==> config.mk <==
export PLATFORM = sky130hd
export DESIGN_NAME = memory_stage
export DESIGN_NICKNAME = d
export VERILOG_FILES = /design/src/rtl/memory_stage.sv
export SDC_FILE = /design/constraint.sdc
export NUM_CORES = 1
export LEC_CHECK = 0
export BUFFER_PORTS_ARGS = -buffer_cell sky130_fd_sc_hd__buf_2
export CORE_AREA = 2 2 238 240
export DETAILED_ROUTE_END_ITERATION = 6
export DIE_AREA = 0 0 240 242
export GPL_TIMING_DRIVEN = 0
export PLACE_DENSITY_LB_ADDON = 0.08
export SYNTH_ARGS = -nofsm -noshare
export SYNTH_HDL_FRONTEND = slang
export SYNTH_SLANG_ARGS = --single-unit
==> constraint.sdc <==
create_clock -name clk -period 28.4 [get_ports clk]
set_input_delay 5.68 -clock clk [delete_from_list [all_inputs] [get_ports clk]]
set_output_delay 5.68 -clock clk [all_outputs]
set_load 0.01 [all_outputs]
==> src/rtl/memory_stage.sv <==
// memory_stage: pipeline stage between execute and writeback.
//
// Registers one execute-stage entry, performs its load/store over a
// request/response memory port with byte-lane alignment and sign/zero
// extension, and hands the final value to writeback.  Non-memory and
// unrecognised opcodes pass straight through with one register of latency.
// Misaligned memory ops never touch memory; they are reported with
// stage4_misaligned=1, result=address, rd=0.
//
// Ports
//   clk, reset            rising-edge clock, async active-high reset
//   stage3_*              entry from execute (valid/ready)
//   mem_req_*             memory request (valid/ready), 8-byte aligned addr
//   mem_resp_valid/data   one-cycle read data / store ack, only seen in WAIT
//   stage4_*              entry to writeback (valid/ready)
//   state_dbg             current FSM state (IDLE=0, REQ=1, WAIT=2, OUT=3)
//
// Handshakes: a transfer happens on a rising edge where valid && ready are
// both high.  A producer holding valid keeps every payload field stable
// until that edge; valid never depends combinationally on ready.
module memory_stage #(
    parameter int REGISTER_NUMBER_WIDTH  = 5,
    parameter int REGISTER_WIDTH         = 64,
    parameter int INSTRUCTION_NAME_WIDTH = 12
) (
    input  logic                                clk,
    input  logic                                reset,
    input  logic                                stage3_valid,
    output logic                                stage3_ready,
    input  logic [REGISTER_WIDTH-1:0]           stage3_alu_result,
    input  logic [REGISTER_WIDTH-1:0]           stage3_rs2_val,
    input  logic [REGISTER_NUMBER_WIDTH:0]      stage3_rd,
    input  logic [INSTRUCTION_NAME_WIDTH*8:0]   stage3_opcode_name,
    output logic                                mem_req_valid,
    input  logic                                mem_req_ready,
    output logic                                mem_req_write,
    output logic [REGISTER_WIDTH-1:0]           mem_req_addr,
    output logic [REGISTER_WIDTH-1:0]           mem_req_wdata,
    output logic [7:0]                          mem_req_wstrb,
    input  logic                                mem_resp_valid,
    input  logic [REGISTER_WIDTH-1:0]           mem_resp_data,
    output logic                                stage4_valid,
    input  logic                                stage4_ready,
    output logic [REGISTER_NUMBER_WIDTH:0]      stage4_rd,
    output logic [REGISTER_WIDTH-1:0]           stage4_result,
    output logic [INSTRUCTION_NAME_WIDTH*8:0]   stage4_opcode_name,
    output logic                                stage4_misaligned,
    output logic [1:0]                          state_dbg
);

    localparam int RW = REGISTER_WIDTH;
    localparam int NW = INSTRUCTION_NAME_WIDTH*8+1;

    typedef enum logic [1:0] {IDLE = 2'd0, REQ = 2'd1, WAIT = 2'd2, OUT = 2'd3} state_t;

    state_t                         state;
    logic [RW-1:0]                  addr_q;
    logic [REGISTER_NUMBER_WIDTH:0] rd_q;
    logic [NW-1:0]                  op_q;
    logic [1:0]                     size_q;
    logic                           store_q;
    logic                           uns_q;

    // Decode of the incoming opcode string.  Names are right-justified ASCII,
    // so every memory mnemonic lives in the low 3 bytes with zeros above.
    logic       dec_mem;
    logic       dec_store;
    logic [1:0] dec_size;   // 0=byte 1=half 2=word 3=double
    logic       dec_uns;
    logic       dec_aligned;
    logic [2:0] off;
    logic [7:0] size_mask;
    logic       accept;

    assign off = stage3_alu_result[2:0];

    always_comb begin
        dec_mem   = 1'b0;
        dec_store = 1'b0;
        dec_size  = 2'd0;
        dec_uns   = 1'b0;
        if (stage3_opcode_name[NW-1:24] == '0) begin
            case (stage3_opcode_name[23:0])
                {8'h00, "lb"}: begin dec_mem = 1'b1; dec_size = 2'd0; end
                {8'h00, "lh"}: begin dec_mem = 1'b1; dec_size = 2'd1; end
                {8'h00, "lw"}: begin dec_mem = 1'b1; dec_size = 2'd2; end
                {8'h00, "ld"}: begin dec_mem = 1'b1; dec_size = 2'd3; end
                "lbu":         begin dec_mem = 1'b1; dec_size = 2'd0; dec_uns = 1'b1; end
                "lhu":         begin dec_mem = 1'b1; dec_size = 2'd1; dec_uns = 1'b1; end
                "lwu":         begin dec_mem = 1'b1; dec_size = 2'd2; dec_uns = 1'b1; end
                {8'h00, "sb"}: begin dec_mem = 1'b1; dec_size = 2'd0; dec_store = 1'b1; end
                {8'h00, "sh"}: begin dec_mem = 1'b1; dec_size = 2'd1; dec_store = 1'b1; end
                {8'h00, "sw"}: begin dec_mem = 1'b1; dec_size = 2'd2; dec_store = 1'b1; end
                {8'h00, "sd"}: begin dec_mem = 1'b1; dec_size = 2'd3; dec_store = 1'b1; end
                default:       dec_mem = 1'b0;
            endcase
        end
    end

    always_comb begin
        dec_aligned = 1'b1;
        size_mask   = 8'h01;
        case (dec_size)
            2'd0: begin dec_aligned = 1'b1;            size_mask = 8'h01; end
            2'd1: begin dec_aligned = (off[0] == 1'b0); size_mask = 8'h03; end
            2'd2: begin dec_aligned = (off[1:0] == 2'b00); size_mask = 8'h0F; end
            default: begin dec_aligned = (off == 3'b000); size_mask = 8'hFF; end
        endcase
    end

    assign stage3_ready = (state == IDLE) || ((state == OUT) && stage4_ready);
    assign accept       = stage3_valid && stage3_ready;
    assign state_dbg    = state;

    // Shift the aligned doubleword down to the access offset, then truncate
    // to the access size and extend.
    function automatic logic [RW-1:0] load_value(input logic [RW-1:0] data,
                                                 input logic [2:0]    lane,
                                                 input logic [1:0]    size,
                                                 input logic          uns);
        logic [RW-1:0] sh;
        sh = data >> {lane, 3'b000};
        case (size)
            2'd0:    load_value = uns ? {{(RW-8){1'b0}}, sh[7:0]}   : {{(RW-8){sh[7]}}, sh[7:0]};
            2'd1:    load_value = uns ? {{(RW-16){1'b0}}, sh[15:0]} : {{(RW-16){sh[15]}}, sh[15:0]};
            2'd2:    load_value = uns ? {{(RW-32){1'b0}}, sh[31:0]} : {{(RW-32){sh[31]}}, sh[31:0]};
            default: load_value = sh;
        endcase
    endfunction

    always_ff @(posedge clk or posedge reset) begin
        if (reset) begin
            state              <= IDLE;
            addr_q             <= '0;
            rd_q               <= '0;
            op_q               <= '0;
            size_q             <= '0;
            store_q            <= 1'b0;
            uns_q              <= 1'b0;
            mem_req_valid      <= 1'b0;
            mem_req_write      <= 1'b0;
            mem_req_addr       <= '0;
            mem_req_wdata      <= '0;
            mem_req_wstrb      <= '0;
            stage4_valid       <= 1'b0;
            stage4_rd          <= '0;
            stage4_result      <= '0;
            stage4_opcode_name <= '0;
            stage4_misaligned  <= 1'b0;
        end else begin
            case (state)
                REQ: begin
                    if (mem_req_ready) begin
                        mem_req_valid <= 1'b0;
                        state         <= WAIT;
                    end
                end
                WAIT: begin
                    if (mem_resp_valid) begin
                        state              <= OUT;
                        stage4_valid       <= 1'b1;
                        stage4_misaligned  <= 1'b0;
                        stage4_opcode_name <= op_q;
                        if (store_q) begin
                            stage4_rd     <= '0;
                            stage4_result <= addr_q;
                        end else begin
                            stage4_rd     <= rd_q;
                            stage4_result <= load_value(mem_resp_data, addr_q[2:0], size_q, uns_q);
                        end
                    end
                end
                OUT: begin
                    if (stage4_ready) begin
                        stage4_valid <= 1'b0;
                        state        <= IDLE;
                    end
                end
                default: ;
            endcase

            // A new entry (only possible in IDLE or a draining OUT) overrides
            // the drain-to-IDLE decision above.
            if (accept) begin
                addr_q  <= stage3_alu_result;
                rd_q    <= stage3_rd;
                op_q    <= stage3_opcode_name;
                size_q  <= dec_size;
                store_q <= dec_store;
                uns_q   <= dec_uns;
                if (dec_mem && dec_aligned) begin
                    state         <= REQ;
                    stage4_valid  <= 1'b0;
                    mem_req_valid <= 1'b1;
                    mem_req_write <= dec_store;
                    mem_req_addr  <= {stage3_alu_result[RW-1:3], 3'b000};
                    mem_req_wdata <= dec_store ? (stage3_rs2_val << {off, 3'b000}) : '0;
                    mem_req_wstrb <= dec_store ? (size_mask << off) : 8'h00;
                end else begin
                    state              <= OUT;
                    stage4_valid       <= 1'b1;
                    stage4_opcode_name <= stage3_opcode_name;
                    stage4_misaligned  <= dec_mem;
                    stage4_result      <= stage3_alu_result;
                    stage4_rd          <= dec_mem ? '0 : stage3_rd;
                end
            end
        end
    end

endmodule

==> results.py, run 1 <==
metrics = {
    "worst_setup_path": {
        "path_delay_family": "buffers and inverters",
        "cp_common_cell": "buf_2",
        "crit_required_ns": 22.72,
        "crit_buf_inv": 2,
        "reg2reg_depth": 10,
        "slowest_stage": "a21o_1",
        "cp.depth": 3,
        "crit_start": "stage4_ready",
        "cpPeakStageDelay_ns": 0.21,
        "worstPathArrival_ns": 6.18,
        "rrSetupSlack_ns": 24.39,
        "crit_fanout": 3,
        "critical_path_class": "in -> out",
        "regToRegEndpoint": "stage4_result[61]",
        "r2r_start": "addr_q[1]",
        "crit_path_start_kind": "input port",
        "path_cells": "buf_2 -> a21o_1 -> buf_2",
        "crit_path_end_kind": "primary output",
        "crit_end": "stage3_ready",
    },
    "cts": {
        "cts_resized": 0,
        "cts_buffers": 52,
        "clock-root-buffer": "clkbuf_16",
        "numClockSinks": 477,
        "clk_latency_ns": 0.63,
        "h-tree-depth": 2,
        "cts_hold_buffers": 0,
        "clk_pin_slew_ns": 0.06,
        "clock_path_buffers": 3,
        "cts_setup_buffers": 0,
        "tritoncts": "yes",
    },
    "power_and_ir_drop": {
        "p_per_area_nw_per_um2": 96.46,
        "ir_drop_v": 0.00005793,
        "power.leakage_nw": 15.04,
    },
    "layout": {
        "fin_nets": 3444,
        "n_fill_cell": 5304,
        "post-route-util_pct": 53.07,
        "final_cell_mix": "657 x nand2_1, 625 x buf_2, 477 x dfrtp_1",
        "final_common_cell": "nand2_1",
        "drive_above_1_share_pct": 25.06,
        "syn_to_final_growth_pct": 25.08,
    },
    "sta": {
        "max_freq_mhz": 84.31,
        "setup_viol": 0,
        "relSlewSlack_pct": 18.17,
        "period_minus_slack_ns": 11.86,
        "skew_ns": 0.04356,
        "finalHoldViolCount": 0,
        "fin_setup_tns_ns": 0,
        "min_period_over_period_pct": 41.77,
        "grt_setup_unrepaired": "false",
        "worstMarginPinSlew_ns": 1.216,
        "drv_slew": 0,
    },
    "route": {
        "antenna_left": 0,
        "drt-pass1-iter-count": 7,
        "finalWirelength_um": 94300,
        "drc": 0,
        "viasPerCell": 5.582,
        "first_iter_violations": 1687,
        "wl_per_cell_um": 23.87,
        "num_vias": 22050,
    },
    "place": {
        "dpl.hpwl_um": 72560,
        "gp_congestion": 0.9448,
        "port_buffers": 604,
    },
    "die": {
        "core.rowCount": 87,
        "die_h_um": 242,
        "ios": 611,
        "fp.dieArea_um2": 58080,
        "fp.dieW_um": 240,
        "core_um2": 55730,
        "initial_core_util_pct": 42.43,
    },
    "synthesis": {
        "synth-compound-area-share_pct": 13.15,
        "synth_top_area_share_pct": 50.48,
        "ys_seq_elements": 477,
        "synth_simple_gate_area_share_pct": 15.47,
        "seq_area_frac_synth_pct": 50.48,
        "synth_xor_area_share_pct": 0,
        "synth-adder-area-share_pct": 0.2646,
        "synth_top_family_by_area": "multiplexers",
        "yosys-top-cells-area": "dfrtp_1 50%, nand2_1 10%, mux2i_1 7.2%",
        "muxShareOfSynthArea_pct": 17.01,
        "async_flop_share_pct": 100.0,
        "ys_warn_count": 0,
        "syn_area_um2": 23650,
        "postSynthCellCount": 2474,
        "syn_avg_cell_area_um2": 9.557,
        "yosys.cell_types.count": 60,
        "synthFlopType": "dfrtp_1",
        "synth_edf_count": 0,
        "synth_top_area_cell": "dfrtp_1",
    },
    "global_routing": {
        "track_usage_pct": 31.94,
        "antenna_found_initial": 20,
        "grt_max_degree": 117,
        "gr-total-overflow": 0,
        "grt_pass1_vias": 22020,
        "grt_first_pass_wirelength_um": 139700,
    },
    "hold_path": {
        "min_path_type": "reg -> reg",
    },
    "run_status": {
        "status": "finished clean",
    },
    "run": {
        "maxCapViolations": 0,
    },
}
[state kept, by name, summed over array words and instances, names as in the netlist]
register,count
stage4_result,64
rd_q,6
addr_q,64
mem_req_addr,61
store_q,1
op_q,97
mem_req_wdata,64
state_dbg,2
mem_req_valid,1
stage4_opcode_name,97
size_q,2
stage4_valid,1
stage4_rd,6
mem_req_write,1
mem_req_wstrb,8
uns_q,1
stage4_misaligned,1
[where the power goes]
group / leakage (nW) / switching (W) / internal (W)
clock: 0.880 / 0.000292 / 0.000420
combinational: 8.06 / 0.000693 / 0.000414
sequential: 6.10 / 0.000121 / 0.000913
[final cells by class]
| type | count | area, µm² | area share [%] |
|---|---|---|---|
| diodes | 13 | 32.53 | 0.1100 |
| plain buffers | 190 | 795.8 | 2.691 |
| clock buffers | 80 | 1538 | 5.199 |
| clock inverters | 17 | 266.5 | 0.9011 |
| inverters | 15 | 63.81 | 0.2158 |
| multi-input cells | 1794 | 10860 | 36.73 |
| flip-flops and latches | 477 | 11940 | 40.36 |
| well taps | 756 | 945.9 | 3.198 |
| repair buffers | 608 | 3133 | 10.59 |
[logic make-up after synthesis]
| family | count (synthesis) |
|---|---|
| buffers and inverters | 205 |
| other | 1 |
| adders and majority gates | 5 |
| DFF | 477 |
| muxes | 348 |
| and+or+nand+nor | 869 |
| AOI/OAI and AO/OA | 569 |
[tightest hold or removal path, stage by stage (launching register included)]
cell and delay (ns):
dfrtp_1 0.33, nand2_1 0.05, nand2_1 0.05
[synthesized netlist by cell type, types with 5 or more instances]
| library cell | instances |
|---|---|
| nand2_1 | 657 |
| clkbuf_1 | 137 |
| a31oi_1 | 16 |
| o211ai_1 | 19 |
| or2_2 | 5 |
| and3_1 | 7 |
| o21ai_0 | 202 |
| nor4_1 | 22 |
| o21ai_1 | 177 |
| nand4_1 | 5 |
| or3_1 | 56 |
| nand3_1 | 9 |
| dfrtp_1 | 477 |
| a21oi_1 | 89 |
| mux2_2 | 36 |
| a211oi_1 | 15 |
| buf_4 | 7 |
| o21a_1 | 16 |
| nor3_1 | 11 |
| mux4_2 | 28 |
| nor2_1 | 65 |
| buf_2 | 21 |
| ha_1 | 5 |
| mux2i_1 | 169 |
| o22ai_1 | 8 |
| nor2b_1 | 5 |
| inv_1 | 13 |
| nand2b_1 | 5 |
| buf_1 | 21 |
| mux2_1 | 115 |
| o31ai_1 | 9 |
[routing by layer]
layer  share of wire, %  global-route usage, %  wire length, µm  vias to the layer above
met4                3.4                  10.81             3224                       12
li1                   -                      -                -                     9940
met2                 48                  51.45            44860                      871
met1                 41                  42.33            38450                    11050
met5              0.081                      0               76                        -
met3                8.1                  7.384             7683                      170
[per-stage QoR]
step | std cells | power, W | hold WS, ns | area [µm²] | setup slack [ns]
floorplan | 2476 | 0.001692 | 0.4374 | 23650 | 9.412
global placement | 3836 | 0.002117 | 0.4506 | 27620 | 4.128
detailed placement | 3840 | 0.002141 | 0.4553 | 27740 | 16.54
CTS | 3937 | 0.002863 | 0.4701 | 29540 | 16.54
global route | 3944 | 0.003020 | 0.4819 | 29560 | 16.52
finish | 3950 | 0.002853 | 0.4668 | 29580 | 16.54
[how the worst min path moves through the flow]
stage                     startpoint          to  slack [ns]  depth (start not counted)
after floorplan              rd_q[4]     rd_q[4]        0.44                          2
after global placement    addr_q[20]  addr_q[20]        0.45                          2
after detailed placement  addr_q[61]  addr_q[61]        0.46                          2
after CTS                 addr_q[61]  addr_q[61]        0.47                          2
after global routing      addr_q[61]  addr_q[61]        0.48                          2
final                        rd_q[5]     rd_q[5]        0.47                          2
Note: power is estimated with default switching activity, not from simulation.
==> run 2, diff against run 1 <==
- CORE_AREA: 2 2 238 240 -> 2 2 237 239
- DIE_AREA: 0 0 240 242 -> 0 0 239 241
- clock period: 28.4 -> 10.1 ns (I/O delays scaled with it)
==> run 2 against run 1 <==
Net effect: combinational power rose to 2.8 times the previous value; clock power increased to 2.9 times the previous value; sequential cell count did not move; sequential share of layout area is 0.23 points lower; critical path depth is 8 higher; sequential power grew to 2.8 times the previous value; critical endpoint is now stage4_result[0]; highest routed layer unchanged.
==> results.py, run 2 (synthesis results as in run 1) <==
metrics = {
    "sta": {
        "drv_slew": 0,
        "relSlewSlack_pct": 7.303,
        "grt_setup_unrepaired": "false",
        "finalHoldViolCount": 0,
        "fin_setup_tns_ns": 0,
        "max_freq_mhz": 162.1,
        "skew_ns": 0.04746,
        "setup_viol": 0,
        "period_minus_slack_ns": 6.169,
        "worstMarginPinSlew_ns": 1.378,
        "hold_ws_ns": 0.4695,
        "min_period_over_period_pct": 61.08,
    },
    "layout": {
        "reg.largest.list": "op_q: 97 flops, stage4_opcode_name: 97 flops",
        "syn_to_final_growth_pct": 25.81,
        "n_fill_cell": 5175,
        "stdcell_area_um2": 29750,
        "seq_area_um2": 11940,
        "multi_input_area_um2": 10860,
        "final_common_cell": "nand2_1",
        "drive_above_1_share_pct": 25.42,
        "fin_nets": 3453,
        "final_cell_mix": "657 x nand2_1, 625 x buf_2, 477 x dfrtp_1",
        "final_cells": 3909,
    },
    "worst_setup_path": {
        "crit_required_ns": 10.57,
        "cpPeakStageDelay_ns": 1.22,
        "slowest_stage": "nor4_1",
        "crit_path_end_kind": "flop",
        "cp_common_cell": "buf_2",
        "worstPathArrival_ns": 6.64,
        "path_delay_family": "simple AND/OR/NAND/NOR gates",
        "path_cells": "buf_2 -> nor4_1 -> nand3_1 -> nor4_1 -> nand3_1 -> a221oi_4 -> or2_1 -> buf_2 -> buf_2 -> buf_4 -> a21oi_1",
        "crit_fanout": 10,
        "crit_path_start_kind": "input port",
        "critical_path_class": "in -> reg",
        "crit_buf_inv": 4,
    },
    "die": {
        "initial_core_util_pct": 43.09,
        "core_um2": 54880,
        "core.rowCount": 86,
        "die_h_um": 241,
        "ios": 611,
        "fp.dieArea_um2": 57600,
        "fp.dieW_um": 239,
    },
    "power_and_ir_drop": {
        "p_per_area_nw_per_um2": 273.5,
        "power.leakage_nw": 15.14,
        "ir_drop_v": 0.0001752,
    },
    "place": {
        "placedCellCount": 3797,
        "port_buffers": 604,
        "dpl.hpwl_um": 74670,
        "place_area_um2": 27820,
        "gp_congestion": 0.9490,
    },
    "route": {
        "antenna_left": 0,
        "first_iter_violations": 1437,
        "drt-pass1-iter-count": 5,
        "drc": 0,
        "wl_per_cell_um": 24.53,
        "num_vias": 22000,
        "viasPerCell": 5.629,
        "finalWirelength_um": 95900,
    },
    "run_status": {
        "status": "finished clean",
    },
    "global_routing": {
        "grt_max_degree": 43,
        "grt_first_pass_wirelength_um": 140700,
        "track_usage_pct": 32.74,
        "grt_pass1_vias": 21880,
        "gr-total-overflow": 0,
        "antenna_found_initial": 19,
    },
    "cts": {
        "clock-root-buffer": "clkbuf_16",
        "cts_buffers": 52,
        "tritoncts": "yes",
        "clk_pin_slew_ns": 0.06,
        "cts_setup_buffers": 0,
        "cts_resized": 0,
        "clk_latency_ns": 0.63,
        "cts_hold_buffers": 0,
        "h-tree-depth": 2,
        "numClockSinks": 477,
        "clock_path_buffers": 3,
    },
    "run": {
        "maxCapViolations": 0,
    },
    "hold_path": {
        "min_path_type": "reg -> reg",
    },
}
-- run 2: cell count changes in the layout (fill, tap and decap cells not counted), moves of 2 or more --
cell	before	now
buf_12	0	13
buf_16	4	0
bufinv_16	5	7
clkbuf_1	153	149
clkbuf_8	11	14
clkinvlp_4	1	4
-- run 2: stage by stage --
step / worst slack [ns] / utilization (%) / total power (W)
floorplan: 1.617 / - / 0.004760
global placement: -1.195 / 50.22 / 0.005967
detailed placement: 3.429 / 50.70 / 0.006048
CTS: 4.083 / 54.14 / 0.008150
global route: 3.850 / 54.19 / 0.008603
finish: 3.931 / 54.21 / 0.008135
-- run 2: report_power, final --
group | total, W | leakage (nW) | internal [W] | switching [W]
combinational | 0.00314 | 8.13 | 0.00117 | 0.00197
clock | 0.00209 | 0.918 | 0.00125 | 0.000834
sequential | 0.00291 | 6.10 | 0.00257 | 0.000343
total | 0.00813 | 15.1 | 0.00499 | 0.00315
-- run 2: worst paths after layout --
check,startpoint,end,slack [ns],depth (start not counted)
setup / recovery,stage3_opcode_name[28],stage4_result[0],3.93,11
hold / removal,addr_q[50],addr_q[50],0.47,2
setup reg to reg,addr_q[1],stage4_result[59],6.05,11
hold reg to reg,addr_q[50],addr_q[50],0.47,2
max in group asynchronous,reset,mem_req_addr[59],7.03,7
min in group asynchronous,reset,mem_req_wdata[18],1.42,2
-- run 2: cell type report --
| type | instances | share of cell area [%] |
|---|---|---|
| diodes | 14 | 0.1178 |
| plain buffers | 190 | 2.675 |
| clock buffers | 79 | 5.258 |
| clock inverters | 19 | 1.102 |
| inverters | 15 | 0.2019 |
| multi-input cells | 1794 | 36.52 |
| flip-flops and latches | 477 | 40.13 |
| well taps | 704 | 2.961 |
| repair buffers | 617 | 11.04 |
-- run 2: worst min-delay path, cell delays in order (launching register included) --
cell and delay (ns):
dfrtp_1 0.34, nand2_1 0.05, nand2_1 0.05
-- run 2: per-layer routing --
metal,global-route usage [%],wire length [µm],up-vias
met3,8.773,8288,168
met2,52.40,45140,899
met5,0,68,-
li1,-,-,9943
met1,42.70,39050,10980
met4,12.27,3356,10
